--- config.mk ---
export PLATFORM = sky130hd
export DESIGN_NAME = imem_loader
export DESIGN_NICKNAME = d
export VERILOG_FILES = /design/src/rtl/imem_loader.sv
export SDC_FILE = /design/constraint.sdc
export NUM_CORES = 1
export LEC_CHECK = 0
export CAP_MARGIN = 20
export CORE_MARGIN = 2
export CORE_UTILIZATION = 50
export DETAILED_ROUTE_END_ITERATION = 10
export HOLD_SLACK_MARGIN = 0.12
export PLACE_DENSITY = 0.76
export REMOVE_ABC_BUFFERS = 1
export SYNTH_ARGS = -nofsm -noshare
export SYNTH_HDL_FRONTEND = slang
export SYNTH_SLANG_ARGS = --single-unit
export TNS_END_PERCENT = 20
--- constraint.sdc ---
create_clock -name Clk -period 5.15 [get_ports Clk]
set_input_delay 0.515 -clock Clk [delete_from_list [all_inputs] [get_ports Clk]]
set_output_delay 0.515 -clock Clk [all_outputs]
set_load 0.01 [all_outputs]
--- src/rtl/imem_loader.sv ---
// imem_loader: boot loader that assembles a big-endian byte stream into 32-bit instruction-memory words and holds the core until done.
// Latency: im_we one cycle after a word's 4th byte; done/err visible the cycle after the final state transition (FLUSH or checksum).
// Backpressure: in_ready low in FLUSH/DONE/ERR; optional trailer checksum enabled by LOADER_CHECKSUM_EN.
module imem_loader #(
    parameter int ADDR_W = 10
) (
    input  logic              Clk,
    input  logic              Reset,
    input  logic              start,
    input  logic              in_valid,
    input  logic [7:0]        in_data,
    output logic              in_ready,
    output logic              im_we,
    output logic [ADDR_W-1:0] im_addr,
    output logic [31:0]       im_wdata,
    output logic              cpu_hold,
    output logic              done,
    output logic              err
);

    typedef enum logic [2:0] {
        S_LEN_HI,
        S_LEN_LO,
        S_DATA,
        S_FLUSH,
        S_SUM,
        S_DONE,
        S_ERR
    } state_t;

    localparam int CW = ADDR_W + 1;
    localparam logic [16:0] MAX_WORDS = 17'(1) << ADDR_W;

    state_t          state_q;
    state_t          state_d;
    logic [7:0]      len_hi_q;
    logic [15:0]     n_q;
    logic [1:0]      byte_cnt_q;
    logic [23:0]     asm_q;
    logic [CW-1:0]   word_cnt_q;
    logic [15:0]     n_in;
    logic            last_word;
    logic            accept;
    logic            restart;
`ifdef LOADER_CHECKSUM_EN
    logic [7:0]      xor_q;
`endif

    assign accept    = in_valid && in_ready;
    assign restart   = start && (state_q == S_DONE || state_q == S_ERR);
    assign n_in      = {len_hi_q, in_data};
    // Word counter is one bit wider than the address so N = 2^ADDR_W terminates cleanly.
    assign last_word = (17'(word_cnt_q) + 17'd1) == {1'b0, n_q};

    always_ff @(posedge Clk) begin
        if (Reset) begin
            state_q <= S_LEN_HI;
        end else begin
            state_q <= state_d;
        end
    end

    always_comb begin
        state_d  = state_q;
        in_ready = 1'b0;
        cpu_hold = 1'b1;
        done     = 1'b0;
        err      = 1'b0;
        case (state_q)
            S_LEN_HI: begin
                in_ready = 1'b1;
                if (in_valid) begin
                    state_d = S_LEN_LO;
                end
            end
            S_LEN_LO: begin
                in_ready = 1'b1;
                if (in_valid) begin
                    if ({1'b0, n_in} > MAX_WORDS) begin
                        state_d = S_ERR;
                    end else if (n_in == 16'd0) begin
`ifdef LOADER_CHECKSUM_EN
                        state_d = S_SUM;
`else
                        state_d = S_DONE;
`endif
                    end else begin
                        state_d = S_DATA;
                    end
                end
            end
            S_DATA: begin
                in_ready = 1'b1;
                if (in_valid && byte_cnt_q == 2'd3 && last_word) begin
`ifdef LOADER_CHECKSUM_EN
                    state_d = S_SUM;
`else
                    state_d = S_FLUSH;
`endif
                end
            end
            S_FLUSH: begin
                state_d = S_DONE;
            end
`ifdef LOADER_CHECKSUM_EN
            S_SUM: begin
                in_ready = 1'b1;
                if (in_valid) begin
                    state_d = (in_data == xor_q) ? S_DONE : S_ERR;
                end
            end
`endif
            S_DONE: begin
                cpu_hold = 1'b0;
                done     = 1'b1;
                if (start) begin
                    state_d = S_LEN_HI;
                end
            end
            S_ERR: begin
                err = 1'b1;
                if (start) begin
                    state_d = S_LEN_HI;
                end
            end
            default: begin
                state_d = S_LEN_HI;
            end
        endcase
    end

    always_ff @(posedge Clk) begin
        if (Reset) begin
            len_hi_q   <= 8'd0;
            n_q        <= 16'd0;
            byte_cnt_q <= 2'd0;
            asm_q      <= 24'd0;
            word_cnt_q <= '0;
            im_we      <= 1'b0;
            im_addr    <= '0;
            im_wdata   <= 32'd0;
        end else begin
            im_we <= 1'b0;
            if (restart) begin
                byte_cnt_q <= 2'd0;
                asm_q      <= 24'd0;
                word_cnt_q <= '0;
            end
            if (accept) begin
                case (state_q)
                    S_LEN_HI: len_hi_q <= in_data;
                    S_LEN_LO: n_q <= n_in;
                    S_DATA: begin
                        byte_cnt_q <= byte_cnt_q + 2'd1;
                        if (byte_cnt_q == 2'd3) begin
                            im_we      <= 1'b1;
                            im_addr    <= word_cnt_q[ADDR_W-1:0];
                            im_wdata   <= {asm_q, in_data};
                            word_cnt_q <= word_cnt_q + CW'(1);
                        end else begin
                            // Older bytes shift toward the MSB, so the first byte lands in [31:24].
                            asm_q <= {asm_q[15:0], in_data};
                        end
                    end
                    default: ;
                endcase
            end
        end
    end

`ifdef LOADER_CHECKSUM_EN
    // Running XOR over length and payload bytes; the trailer itself is compared, not folded in.
    always_ff @(posedge Clk) begin
        if (Reset || restart) begin
            xor_q <= 8'd0;
        end else if (accept && (state_q == S_LEN_HI || state_q == S_LEN_LO || state_q == S_DATA)) begin
            xor_q <= xor_q ^ in_data;
        end
    end
`endif

endmodule

# Word-level counts from Yosys, hierarchy flattened
# Index checks and enable logic that the tools add are counted.
# W data, S select, Z words.
dict set report totals {
  latchBits 0
  reg_bits 107
  romBits 0
  elab_cells 63
  memories 0
  inputBits 12
  ramBits 0
}
dict set report op_classes {
  bitwise 2
  add_sub_neg 3
  shift 0
  eq_ne 11
  n_div 0
  n_reduce_logical 14
  mux 23
  multipliers 0
  magnitude_cmp 1
}
# cell count
set op_table {}
lappend op_table {{$mux W24} 4}
lappend op_table {{$mux W11} 4}
lappend op_table {{$mux W3} 6}
lappend op_table {{$eq A12 B16 Y1} 1}
lappend op_table {{$gt A16 B11 Y1 const B} 1}
lappend op_table {{$logic_not A16 Y1} 1}
lappend op_table {{$pmux W3 S5} 1}
lappend op_table {{$add A11 B1 Y12 const B} 1}
lappend op_table {{$add A11 B1 Y11 const B} 1}
lappend op_table {{$eq A3 B2 Y1 const B} 2}
lappend op_table {{$eq A3 B3 Y1 const B} 2}
lappend op_table {{$mux W2} 3}
lappend op_table {{$ne A2 B2 Y1 const B} 3}
lappend op_table {{$reduce_or A3 Y1} 2}
lappend op_table {{$mux W1} 5}
lappend op_table {{$logic_and A1 B1 Y1} 4}
lappend op_table {{$reduce_and A2 Y1} 2}
lappend op_table {{$reduce_and A4 Y1} 1}
lappend op_table {{$eq A3 B1 Y1 const B} 1}
lappend op_table {{$logic_not A3 Y1} 1}
lappend op_table {{$reduce_and A3 Y1} 1}
lappend op_table {{$add A2 B1 Y2 const B} 1}
lappend op_table {{$eq A2 B2 Y1 const B} 1}
lappend op_table {{$ne A2 B1 Y1 const B} 1}
lappend op_table {{3 further kinds} 4}

# Depth between registers and ports, before layout
dict set report logic_depth {
  word_depth 7
  mapped_depth 8
}

# Least setup slack after synthesis
# No wires, ideal clock.
dict set report synth_timing {
  path_kind {register to register}
  start {register word_cnt_q[1]}
  end {register state_q[0]}
  t_arrival_ns 1.867
  path_stages_with_launch 9
  setup_ns 0.096
  path_slack_ns 3.188
  path_cell_list {dfxtp_1 -> ha_1 -> nand3_2 -> nor2_1 -> nor2_1 -> or3_1 -> a221oi_2 -> a31oi_1 -> o41ai_2}
}
dict set report synth_via {
  elab_chain_cells 5
}
# item line
set synth_rtl {}
lappend synth_rtl {{from (decl)} 40} ;# logic [CW-1:0] word_cnt_q;
lappend synth_rtl {{from (signal assigned)} 159} ;# word_cnt_q <= word_cnt_q + CW'(1);
lappend synth_rtl {{$add A11 B1 Y12} 53} ;# assign last_word = (17'(word_cnt_q) + 17'd1) == {1'b0, n_q};
lappend synth_rtl {{$eq A12 B16 Y1} 53}
lappend synth_rtl {{$logic_and A1 B1 Y1} 94} ;# if (in_valid && byte_cnt_q == 2'd3 && last_word) begin
lappend synth_rtl {{$ne A2 B2 Y1 (no line)} n/a}
lappend synth_rtl {{$reduce_and A4 Y1 (no line)} n/a}
lappend synth_rtl {{to (signal assigned)} 59} ;# state_q <= state_d;
lappend synth_rtl {{to (decl)} 34} ;# state_t state_q;
# No other way between the ends.
# A chain may end at the register's enable or synchronous reset.

# Final worst setup path
dict set report layout_timing {
  start {input in_valid}
  end {register word_cnt_q[6]}
}
dict set report layout_via {
  elab_chain_cells 2
}
# item line
set layout_rtl {}
lappend layout_rtl {{from (decl)} 10} ;# input logic in_valid,
lappend layout_rtl {{$logic_and A1 B1 Y1} 49} ;# assign accept = in_valid && in_ready;
lappend layout_rtl {{$mux W11} 149} ;# if (accept) begin
# No other way between the ends.

==> impl_results.rst <==
.. list-table::
   :header-rows: 1

   * - Metric
     - Value
   * - Core Footprint
     - 8590 um2
   * - Htree depth
     - 3
   * - Leak pwr
     - approximately 1.7 nW
   * - Number of top-level pins
     - between 50 and 60
   * - Slowest cell on crit path
     - sky130_fd_sc_hd__nand2_2
   * - Worst VDD drop
     - around 180 uV
   * - DRC violation count after routing
     - 0
   * - Number of buffer and inverter stages on the critical path
     - 1
   * - Final worst-path cycle share
     - between 50% and 60%
   * - Antenna viol nets, final
     - 0
   * - Warning count from the yosys run
     - 0
   * - CTS clock-pin slew for the worst setup and hold paths
     - approximately 110 ps
   * - Detailed-route via count
     - between 3,000 and 4,000
   * - Count of nets after finishing
     - 605
   * - Max-slew headroom
     - roughly 28%
   * - Area added between synthesis and finish
     - 17.1%
   * - Final worst path period need
     - approximately 2800 ps
   * - Post-Synthesis Mean Instance Area
     - 7.82 um2
   * - Register-to-Register Setup Slack
     - roughly 2500 ps
   * - Site row count
     - 34
   * - Detailed router's first-iteration violation count
     - between 200 and 250
   * - Share of synthesized cell area in full adder, half adder and majority cells
     - less than 1%
   * - Worst Setup Path Type
     - input port to flop
   * - TNS Setup
     - 0 ps
   * - Number of antenna violations at the first check in global routing
     - 0
   * - Run status
     - finished, final reports clean
   * - Deepest clock path buffer count
     - 2
   * - Post-CTS setup buffer count
     - 0
   * - Most prevalent standard cell on the critical path
     - sky130_fd_sc_hd__nor2_1
   * - Share of synthesized area occupied by flip-flops and latches
     - about half
   * - Effective utilization at floorplan
     - around half
   * - Area share of xor/xnor cells in the synthesized design
     - under 10%
   * - Final setup skew
     - about 10 ps
   * - Vias in the first global route
     - 3,616
   * - Maximum clock frequency
     - between 0.3 and 0.4 GHz
   * - R2R Path End
     - word_cnt_q[6]$_SDFF_PP0_
   * - Drt pass-1 iters
     - 4
   * - Num Clock Sinks
     - 107
   * - Total detailed-routing wirelength
     - 9800 um
   * - Share of cell area taken by muxes after synthesis
     - less than 1%
   * - Buffer type at the clock tree root
     - sky130_fd_sc_hd__clkbuf_8
   * - Sort of element at the end of the critical path
     - flop
   * - Largest stage delay on the critical path
     - 590 ps
   * - Main combinational cell family by area after synthesis
     - simple AND/OR/NAND/NOR gates
   * - Number of port buffers
     - 58
   * - Top area cells in the synthesized netlist
     - sky130_fd_sc_hd__dfxtp_1 (49%), sky130_fd_sc_hd__nand2_1 (13%), sky130_fd_sc_hd__a21oi_1 (9.3%), sky130_fd_sc_hd__nor2_1 (5.0%), sky130_fd_sc_hd__a22oi_1 (4.5%)
   * - Pwr/cell area
     - 309 nW/um2
   * - Depth of the worst register-to-register path
     - 7
   * - Setup-failing EPs final
     - 0
   * - Instance count of the mapped netlist
     - about 560
   * - Number of hold buffers added after cts
     - 0
   * - Area share of the largest cell type after synthesis
     - 49.0%
   * - WL/cell
     - 13.9 um
   * - Maximum number of pins on one net before global-route repair
     - 110
   * - CP max FO
     - between 50 and 60
   * - Number of synthesized register bits
     - 107
   * - Kind of cell with the highest combined delay on the critical path
     - simple AND/OR/NAND/NOR gates
   * - Tightest hold margin
     - 458 ps
   * - RSZ-0062 raised after global routing
     - false
   * - Netlist area before placement
     - around 4400 um2
   * - Total grt overflow
     - 0
   * - Share of the synthesized area in compound gates (AO/OA/AOI/OAI)
     - 17.3%
   * - Wire length of the first global-routing pass
     - 16,700 um
   * - Destination of the critical timing path
     - word_cnt_q[6]$_SDFF_PP0_
   * - Worst setup startpoint
     - in_valid
   * - Number of instances resized during post-cts repair
     - 0
   * - Largest area contributor in the netlist
     - sky130_fd_sc_hd__dfxtp_1
   * - Via-per-instance ratio
     - roughly 5.4
   * - Arrival time at the worst endpoint
     - 3030 ps
   * - Area of the die
     - roughly 9500 um2
   * - Clock tree from TritonCTS
     - done
   * - Total power
     - 0.00158 W
   * - Most common library cell in the layout ignoring fill and taps
     - sky130_fd_sc_hd__nand2_1
   * - Transition time of the tightest slew-check pin
     - around 1100 ps
   * - Clock latency on the worst-skew pair
     - about 370 ps
   * - Horizontal extent of the die
     - slightly below 100 um
   * - Critical path depth
     - 8
   * - Share of cells above drive strength 1
     - 5.04%
   * - Class of the tightest hold or removal check
     - flop to flop
   * - Simple-gate area share of the yosys netlist
     - 26.5%
   * - Max cap viols
     - 0
   * - HPWL Detailed
     - between 6000 and 7000 um
   * - Worst-path cell chain
     - clkdlybuf4s50_1 -> nand2b_1 -> nor2_1 -> nand2_2 -> nand2_1 -> o21ai_0 -> a21oi_1 -> nor2_1
   * - Data required time at the worst endpoint
     - between 5000 and 6000 ps
   * - GPL Wtd Cong
     - around 0.82
   * - ANT cells
     - 0
   * - Final slew viol count
     - 0
   * - Startpoint of the worst-slack reg-to-reg timing path
     - state_q[2]$_SDFFE_PP0P_
   * - Final number of hold-violating endpoints
     - 0
   * - Inserted Clock Buffers
     - 9
   * - Crit start category
     - input port
   * - GR Util All Layers
     - 21.0%
   * - Most frequent cells in the layout
     - sky130_fd_sc_hd__nand2_1 (155), sky130_fd_sc_hd__dfxtp_1 (107), sky130_fd_sc_hd__a21oi_1 (81), sky130_fd_sc_hd__nor2_1 (57), sky130_fd_sc_hd__clkdlybuf4s50_1 (57)
   * - DIE HEIGHT
     - 97.5 um
   * - Cell variety after synth
     - 45
per-stage QoR:
stage / area [um2] / instances / worst slack [ps] / utilization [%]
after global routing: 5120 / 703 / 2130 / 59.6
after CTS: 5120 / 703 / 2360 / 59.6
after global placement: 4940 / 688 / 2140 / 57.5
after floorplan: 4210 / 520 / 2640 / -
final: 5120 / 703 / 2350 / 59.6
after detailed placement: 4940 / 688 / 1970 / 57.5
registers in the layout, summed over array words and instances, names as in the netlist:
| signal | cells |
|---|---|
| state_q | 3 |
| len_hi_q | 8 |
| word_cnt_q | 11 |
| im_we | 1 |
| im_wdata | 32 |
| byte_cnt_q | 2 |
| im_addr | 10 |
| n_q | 16 |
| asm_q | 24 |
tightest hold or removal path, cell delays in order, from the launching register on:
cell and delay, ps:
sky130_fd_sc_hd__dfxtp_1 320, sky130_fd_sc_hd__nand2_1 50, sky130_fd_sc_hd__a21oi_1 50
cell families (layout without fill, tap and decap cells):
| family | after synthesis | in the layout |
|---|---|---|
| compound gates | 128 | 128 |
| xor+xnor | 10 | 10 |
| fa+ha+maj | 2 | 2 |
| buf+inv | 41 | 77 |
| flops | 107 | 107 |
| mux | 3 | 3 |
| simple gates | 268 | 268 |
cell usage after synthesis (all sizes together):
master  count
and3        2
nand4       5
a31oi       4
nor4b       2
o41ai       1
a22oi      26
clkbuf     30
and2        2
xor2        6
mux2i       2
o31a        1
o311ai      1
o21ai       8
or3b        1
or3         4
inv         2
ha          2
nand3       8
a211o       1
or4         1
a211oi      1
nor3       12
o21a        1
mux2        1
nor2       58
and4        1
a221oi      1
nand2     156
nor2b       3
nand2b      4
nand4b      1
nand3b      1
dfxtp     107
buf         9
xnor2       4
nor4        6
and4b       1
a21oi      81
a311oi      2
how the worst min path moves through the flow:
stage,from,slack [ps],to,cells after the start
2_1_floorplan,asm_q[16]$_SDFF_PP0_,430,im_wdata[24]$_SDFFE_PP0P_,2
3_3_place_gp,asm_q[23]$_SDFF_PP0_,440,im_wdata[31]$_SDFFE_PP0P_,2
3_5_place_dp,im_addr[8]$_SDFFE_PP0P_,450,im_addr[8]$_SDFFE_PP0P_,2
4_1_cts,asm_q[21]$_SDFF_PP0_,460,im_wdata[29]$_SDFFE_PP0P_,2
5_1_grt,im_addr[8]$_SDFFE_PP0P_,470,im_addr[8]$_SDFFE_PP0P_,2
6_report,asm_q[21]$_SDFF_PP0_,460,im_wdata[29]$_SDFFE_PP0P_,2
final cells by class:
cell class | count | area [um2]
multi-input combinational | 411 | 2060
clock inverter | 6 | 56.3
tap | 108 | 135
timing repair buffer | 60 | 593
fill | 781 | 3470
inverter | 2 | 7.51
sequential | 107 | 2140
clock buffer | 9 | 124
layer usage:
| layer | vias to the layer above | global-route usage, % | part of all wire, % |
|---|---|---|---|
| li1 | 1958 | - | - |
| met4 | 0 | 6.84 | 1.5 |
| met3 | 13 | 5.54 | 5.2 |
| met1 | 1773 | 27.2 | 46 |
| met5 | - | 0 | 0 |
| met2 | 85 | 34.2 | 47 |
power by group:
| part | switching (W) | leakage, nW | internal [W] | total [W] |
|---|---|---|---|---|
| registers | 0.0000358 | 0.864 | 0.000858 | 0.000894 |
| clock network | 0.000305 | 0.0901 | 0.000185 | 0.000490 |
| logic | 0.000125 | 0.747 | 0.0000741 | 0.000199 |
| total | 0.000466 | 1.70 | 0.00112 | 0.00158 |
(Power assumes the default switching activity.)
